[src/rtl/keypad_scanner.sv]
// keypad_scanner: row-scanning controller for a 4x4 matrix keypad.
// Drives one row at a time and samples the columns at the end of each row slot.
// Each complete 16-bit frame is debounced, and the result is published as a key map
// plus a one-cycle pulse when a single key is newly pressed.
module keypad_scanner #(
  parameter int SCAN_DIV       = 10_000,
  parameter int DEBOUNCE_SCANS = 20
) (
  input  logic        clk,
  input  logic        rst,
  input  logic        en,
  input  logic [3:0]  col_in,
  output logic [3:0]  row_out,
  output logic [15:0] key,
  output logic        key_press,
  output logic [3:0]  key_code
);

  localparam int CNT_W    = (SCAN_DIV > 1) ? $clog2(SCAN_DIV) : 1;
  localparam int STABLE_W = $clog2(DEBOUNCE_SCANS + 1);
  localparam logic [CNT_W-1:0]    CNT_LAST   = CNT_W'(SCAN_DIV - 1);
  localparam logic [STABLE_W-1:0] STABLE_MAX = STABLE_W'(DEBOUNCE_SCANS);

  typedef enum logic {IDLE, SCAN} scanState_t;

  scanState_t          state, stateNext;
  logic [3:0]          colMeta, colSync;
  logic [CNT_W-1:0]    cnt;
  logic [1:0]          row;
  logic [11:0]         frame;      // rows 0..2; row 3 feeds the commit directly
  logic [15:0]         cand;
  logic [STABLE_W-1:0] stable;

  logic                sampleCycle, commitCycle, frameMatch, keyUpdate, singleKey;
  logic [3:0]          colPressed;
  logic [15:0]         newFrame;
  logic [STABLE_W-1:0] stableNext;
  logic [3:0]          newCode;

  // Two-flop synchronizer for the asynchronous, active-low column inputs.
  // NOTE: sequential state uses non-blocking (<=) so every flop samples pre-edge values.
  always_ff @(posedge clk or posedge rst) begin
    if (rst) begin
      colMeta <= 4'hF;
      colSync <= 4'hF;
    end else begin
      colMeta <= col_in;
      colSync <= colMeta;
    end
  end

  // Scan state register.
  always_ff @(posedge clk or posedge rst) begin
    if (rst) state <= IDLE;
    else     state <= stateNext;
  end

  // Next-state logic and row drive: only the current row is pulled low while scanning.
  // NOTE: every always_comb output gets a default first, so no path can infer a latch.
  always_comb begin
    stateNext = state;
    row_out   = 4'b1111;
    case (state)
      IDLE: if (en) stateNext = SCAN;
      SCAN: begin
        row_out = ~(4'b0001 << row);
        if (!en) stateNext = IDLE;
      end
      default: stateNext = IDLE;
    endcase
  end

  // Frame assembly and debounce decision for the current cycle.
  always_comb begin
    colPressed  = ~colSync;
    sampleCycle = (state == SCAN) && en && (cnt == CNT_LAST);
    commitCycle = sampleCycle && (row == 2'd3);
    newFrame    = {colPressed, frame};
    frameMatch  = (newFrame == cand);
    if (frameMatch)
      stableNext = (stable == STABLE_MAX) ? STABLE_MAX : stable + STABLE_W'(1);
    else
      stableNext = STABLE_W'(1);
    // Update only when the count arrives at the threshold, not while it is held there.
    keyUpdate = commitCycle && (stableNext == STABLE_MAX) &&
                !(frameMatch && (stable == STABLE_MAX));
    singleKey = (newFrame != 16'd0) && ((newFrame & (newFrame - 16'd1)) == 16'd0);
    newCode   = 4'd0;
    for (int i = 15; i >= 0; i--) begin
      if (newFrame[i]) newCode = 4'(i);
    end
  end

  // Slot counter, row pointer, frame capture, debounce and published outputs.
  always_ff @(posedge clk or posedge rst) begin
    if (rst) begin
      cnt       <= '0;
      row       <= '0;
      frame     <= '0;
      cand      <= '0;
      stable    <= '0;
      key       <= '0;
      key_press <= 1'b0;
      key_code  <= '0;
    end else begin
      key_press <= 1'b0;
      if (state == SCAN && en) begin
        if (sampleCycle) begin
          cnt <= '0;
          row <= row + 2'd1;
          case (row)
            2'd0:    frame[3:0]  <= colPressed;
            2'd1:    frame[7:4]  <= colPressed;
            2'd2:    frame[11:8] <= colPressed;
            default: ;
          endcase
          if (commitCycle) begin
            cand   <= newFrame;
            stable <= stableNext;
            if (keyUpdate) begin
              key <= newFrame;
              if (key == 16'd0 && singleKey) begin
                key_press <= 1'b1;
                key_code  <= newCode;
              end
            end
          end
        end else begin
          cnt <= cnt + CNT_W'(1);
        end
      end else begin
        // Idle, or leaving scan: restart at row 0 and drop any partial frame.
        cnt <= '0;
        row <= '0;
        if (state == SCAN) begin
          frame  <= '0;
          stable <= '0;
        end
      end
    end
  end

endmodule

[config.mk]
export PLATFORM = sky130hd
export DESIGN_NAME = keypad_scanner
export DESIGN_NICKNAME = d
export VERILOG_FILES = /design/src/rtl/keypad_scanner.sv
export SDC_FILE = /design/constraint.sdc
export NUM_CORES = 1
export LEC_CHECK = 0
export ABC_AREA = 1
export CAP_MARGIN = 30
export CORE_UTILIZATION = 25
export CTS_CLUSTER_DIAMETER = 30
export DETAILED_ROUTE_END_ITERATION = 10
export MAX_ROUTING_LAYER = met4
export SYNTH_ARGS = -nofsm -noshare
export SYNTH_HDL_FRONTEND = slang
export SYNTH_SLANG_ARGS = --single-unit
[constraint.sdc]
create_clock -name clk -period 5.5 [get_ports clk]
set_clock_uncertainty 0.2 [all_clocks]
set_input_delay 1.65 -clock clk [delete_from_list [all_inputs] [get_ports clk]]
set_output_delay 1.65 -clock clk [all_outputs]
set_load 0.1 [all_outputs]
==> metrics.txt <==
# TYPE chip_impl_metric gauge
chip_impl_info{name="run_status",value="complete, no violations"} 1
chip_impl_metric{name="ff_latch_area",unit="µm²"} 1987
chip_impl_metric{name="cell_internal_pwr",unit="mW"} 1.034
chip_impl_info{name="timing.hold.worst.start",value="colMeta[1]"} 1
chip_impl_metric{name="synth_fp_nets",unit=""} 517
chip_impl_metric{name="synthCells",unit=""} 503
chip_impl_metric{name="max-cap-violations",unit=""} 0
chip_impl_metric{name="clock.fmax",unit="MHz"} 243.4
chip_impl_info{name="root_buffer",value="sky130_fd_sc_hd__clkbuf_16"} 1
chip_impl_metric{name="via_per_inst",unit=""} 4.307
chip_impl_info{name="synth.most_common_cell",value="sky130_fd_sc_hd__nand2_1"} 1
chip_impl_metric{name="route.final.wire_length",unit="µm"} 8997
chip_impl_info{name="worst-setup-path-type",value="flop to output pin"} 1
chip_impl_metric{name="yosys.area_share.simple",unit="%"} 29.15
chip_impl_metric{name="chipHeight",unit="µm"} 130.4
chip_impl_metric{name="via_count",unit=""} 3273
chip_impl_metric{name="period_minus_slack",unit="ns"} 4.108
chip_impl_metric{name="instances_no_fill",unit=""} 760
chip_impl_metric{name="hold_depth",unit=""} 0
chip_impl_metric{name="n_antenna_cell",unit=""} 0
chip_impl_metric{name="asyncSetResetFlopFracSynth",unit="%"} 100.0
chip_impl_info{name="kind_of_launch_point_of_the_worst_setup_path",value="flop"} 1
chip_impl_metric{name="first_pass_iters",unit=""} 4
chip_impl_metric{name="worst-r2r-cell-count",unit=""} 10
chip_impl_metric{name="critical_path_required",unit="ns"} 3.65
chip_impl_metric{name="grt_overflow_total",unit=""} 0
chip_impl_metric{name="switching_share",unit="%"} 25.71
chip_impl_metric{name="boundaryPins",unit=""} 32
chip_impl_metric{name="drt-wirelength-per-cell",unit="µm"} 11.84
chip_impl_metric{name="cp.buffers_inverters",unit=""} 1
chip_impl_metric{name="synth_compound_gate_area_share",unit="%"} 11.54
chip_impl_metric{name="finalPower",unit="mW"} 1.392
chip_impl_metric{name="multi_input_area",unit="µm²"} 1861
chip_impl_metric{name="sequential_power_share",unit="%"} 44.1
chip_impl_metric{name="total_track_usage",unit="%"} 12.10
chip_impl_metric{name="reg2reg_slack",unit="ns"} 2.78
chip_impl_metric{name="cellLeakagePower",unit="nW"} 2.216
chip_impl_metric{name="synth.mux.area_fraction",unit="%"} 0
chip_impl_metric{name="die_w",unit="µm"} 130.4
chip_impl_info{name="crit_path_top_delay_cell",value="sky130_fd_sc_hd__clkdlybuf4s50_1"} 1
chip_impl_metric{name="design_area",unit="µm²"} 4976
chip_impl_metric{name="final_hold_violation_count",unit=""} 0
chip_impl_metric{name="grt_max_degree",unit=""} 46
chip_impl_metric{name="first_global_vias",unit=""} 3034
chip_impl_metric{name="worst_pin_slew",unit="ns"} 0.9896
chip_impl_info{name="critPathCaptureType",value="output pin"} 1
chip_impl_metric{name="route.antenna.remaining_nets",unit=""} 0
chip_impl_metric{name="layout.nets",unit=""} 553
chip_impl_metric{name="drive_gt1_share",unit="%"} 18.20
chip_impl_metric{name="cts_hold_repair.buffers",unit=""} 0
chip_impl_metric{name="final_core_util",unit="%"} 31.10
chip_impl_metric{name="port_buffers",unit=""} 31
chip_impl_metric{name="layout-area-overhead-vs-synth",unit="%"} 20.77
chip_impl_metric{name="fill_cells",unit=""} 1741
chip_impl_metric{name="ys_types",unit=""} 35
chip_impl_metric{name="gp_congestion",unit=""} 0.8358
chip_impl_metric{name="cts_max_level",unit=""} 3
chip_impl_info{name="yosys.area.top_type",value="sky130_fd_sc_hd__dfrtp_1"} 1
chip_impl_metric{name="drt_first_iter_violations",unit=""} 181
chip_impl_metric{name="worst_hold_slack",unit="ns"} 0.1549
chip_impl_info{name="worst_hold_path_type",value="flop to flop"} 1
chip_impl_metric{name="number_of_antenna_violations_at_the_first_check_in_global_routing",unit=""} 0
chip_impl_metric{name="clk_transition_reported_paths",unit="ns"} 0.06
chip_impl_metric{name="mappedNetlistArea",unit="µm²"} 4120
chip_impl_metric{name="final_setup_violations",unit=""} 0
chip_impl_metric{name="dp_cells",unit=""} 744
chip_impl_info{name="cts_tree",value="yes"} 1
chip_impl_metric{name="cts_resized",unit=""} 0
chip_impl_metric{name="max_slew_margin_vs_limit",unit="%"} 33.82
chip_impl_metric{name="arrival",unit="ns"} 2.26
chip_impl_metric{name="floorplan.initialDensity",unit="%"} 25.75
chip_impl_metric{name="synth_warnings",unit=""} 0
chip_impl_info{name="worstPathCellList",value="ha_1 > nand2_1 > clkdlybuf4s50_1"} 1
chip_impl_info{name="critical_path.reg2reg.startpoint",value="cnt[0]"} 1
chip_impl_metric{name="maxSlewViolCount",unit=""} 0
chip_impl_metric{name="synth_fa_ha_area_share",unit="%"} 2.126
chip_impl_metric{name="part_of_the_yosys_area_used_for_sequential_elements",unit="%"} 48.22
chip_impl_metric{name="worst_path_largest_cell_delay",unit="ns"} 1.14
chip_impl_info{name="critical_path.reg2reg.endpoint",value="key[13]"} 1
chip_impl_metric{name="die-area",unit="µm²"} 17000
chip_impl_metric{name="comb_power_share",unit="%"} 10.1
chip_impl_metric{name="ys_ff_latch",unit=""} 79
chip_impl_metric{name="detailed_place.area",unit="µm²"} 4662
chip_impl_info{name="worst_setup_path_startpoint",value="row[0]"} 1
chip_impl_metric{name="yosys.area_share.xor_xnor",unit="%"} 2.338
chip_impl_metric{name="route.detailed.drc",unit=""} 0
chip_impl_metric{name="power_switching",unit="mW"} 0.3578
chip_impl_metric{name="floorplan.core_area",unit="µm²"} 16000
chip_impl_metric{name="dpl_worst_slack",unit="ns"} 1.205
chip_impl_metric{name="syn_avg_cell_area",unit="µm²"} 8.191
chip_impl_metric{name="fin_ws",unit="ns"} 1.392
chip_impl_metric{name="fp-row-count",unit=""} 46
chip_impl_metric{name="place_hpwl",unit="µm"} 6702
chip_impl_metric{name="numCtsBuffers",unit=""} 9
chip_impl_metric{name="cts_post_setup_buffers_inserted",unit=""} 0
chip_impl_metric{name="final_min_period_over_clock_period",unit="%"} 74.69
chip_impl_metric{name="grt_pass1_wl",unit="µm"} 15300
chip_impl_metric{name="clk-insertion-delay-late",unit="ns"} 0.34
chip_impl_info{name="path_delay_family",value="buffers and inverters"} 1
chip_impl_metric{name="cts.path.max_buffers",unit=""} 2
chip_impl_info{name="synthFlopType",value="sky130_fd_sc_hd__dfrtp_1"} 1
chip_impl_metric{name="synth_top_area_share",unit="%"} 43.12
chip_impl_metric{name="power_frac_clock",unit="%"} 45.8
chip_impl_metric{name="power.density",unit="nW/µm²"} 279.7
chip_impl_metric{name="setup-tns-final",unit="ns"} 0
chip_impl_info{name="synth_area_leaders",value="sky130_fd_sc_hd__dfrtp_1, sky130_fd_sc_hd__nand2_1, sky130_fd_sc_hd__dfstp_2"} 1
chip_impl_metric{name="clkSinkCount",unit=""} 79
chip_impl_info{name="synth_commonest_cells",value="sky130_fd_sc_hd__nand2_1, sky130_fd_sc_hd__dfrtp_1, sky130_fd_sc_hd__nor2_1"} 1
chip_impl_metric{name="synth_edf_count",unit=""} 0
chip_impl_info{name="hold_path_end",value="colSync[1]"} 1
chip_impl_metric{name="crit_path_max_fanout",unit=""} 3
chip_impl_info{name="synth_top_family_by_area",value="simple AND/OR/NAND/NOR gates"} 1
chip_impl_info{name="grt_setup_unrepaired",value="no"} 1
chip_impl_metric{name="irDropWorstVdd",unit="mV"} 0.1370
-- power by group through the flow --
stage	Combinational, mW	Sequential [mW]	Clock [mW]
floorplan	0.109	0.615	0
global placement	0.141	0.624	0
detailed placement	0.141	0.624	0
CTS	0.142	0.613	0.651
global route	0.164	0.615	0.673
finish	0.140	0.614	0.638
-- logic make-up after synthesis --
kind of cell | Yosys count
xor gates and xnor gates | 11
and+or+nand+nor | 260
buffers and inverters | 66
adders and majority gates | 7
DFF | 79
AOI/OAI and AO/OA | 80
-- per-layer routing --
layer,vias to the layer above,share of wire (%),GRT usage (%)
met5,-,0,-
met4,0,0.72,3.651
met3,4,6.1,2.565
met2,80,42,17.40
met1,1516,51,16.95
li1,1673,-,-
-- worst reg2reg max path: cells and delay by family, from the launching register on --
family	cells	cell delay, ns
compound gates	1	0.06
fa+ha+maj	1	0.21
flops	1	0.39
simple gates	8	1.73
-- final cells by class --
class	instances	share of cell area (%)
well taps	216	5.431
clock inverters	6	1.710
inverters	58	4.400
clock buffers	10	4.601
repair buffers	33	6.538
multi-input cells	358	37.39
flip-flops and latches	79	39.93
-- worst max-delay path by stage --
| stage | end | slack [ns] | depth (start not counted) |
|---|---|---|---|
| final | row_out[3] | 1.39 | 3 |
| after global routing | key[13] | 1.28 | 10 |
| after CTS | row_out[3] | 1.37 | 3 |
| after detailed placement | key[14] | 1.21 | 10 |
| after global placement | key[13] | 1.26 | 10 |
| after floorplan | cand[0] | 1.64 | 1 |
-- registers in the layout, indices dropped and copies added (netlist names) --
signal / flops
key: 16
key_code: 4
colSync: 4
stable: 5
cand: 16
row: 2
cnt: 14
key_press: 1
colMeta: 4
state: 1
frame: 12
-- cell usage in the layout, fill, tap and decap left out, types with 17 or more instances in the layout --
cell	synthesis	routed
sky130_fd_sc_hd__dfrtp_1	71	71
sky130_fd_sc_hd__o21ai_1	20	20
sky130_fd_sc_hd__inv_2	17	17
sky130_fd_sc_hd__inv_1	38	37
sky130_fd_sc_hd__nor2_1	43	43
sky130_fd_sc_hd__o21ai_0	28	28
sky130_fd_sc_hd__nand3_1	17	17
sky130_fd_sc_hd__nand2_2	20	20
sky130_fd_sc_hd__clkdlybuf4s50_1	0	31
sky130_fd_sc_hd__nand2_1	145	145
Power figures use the tool's default switching activity.
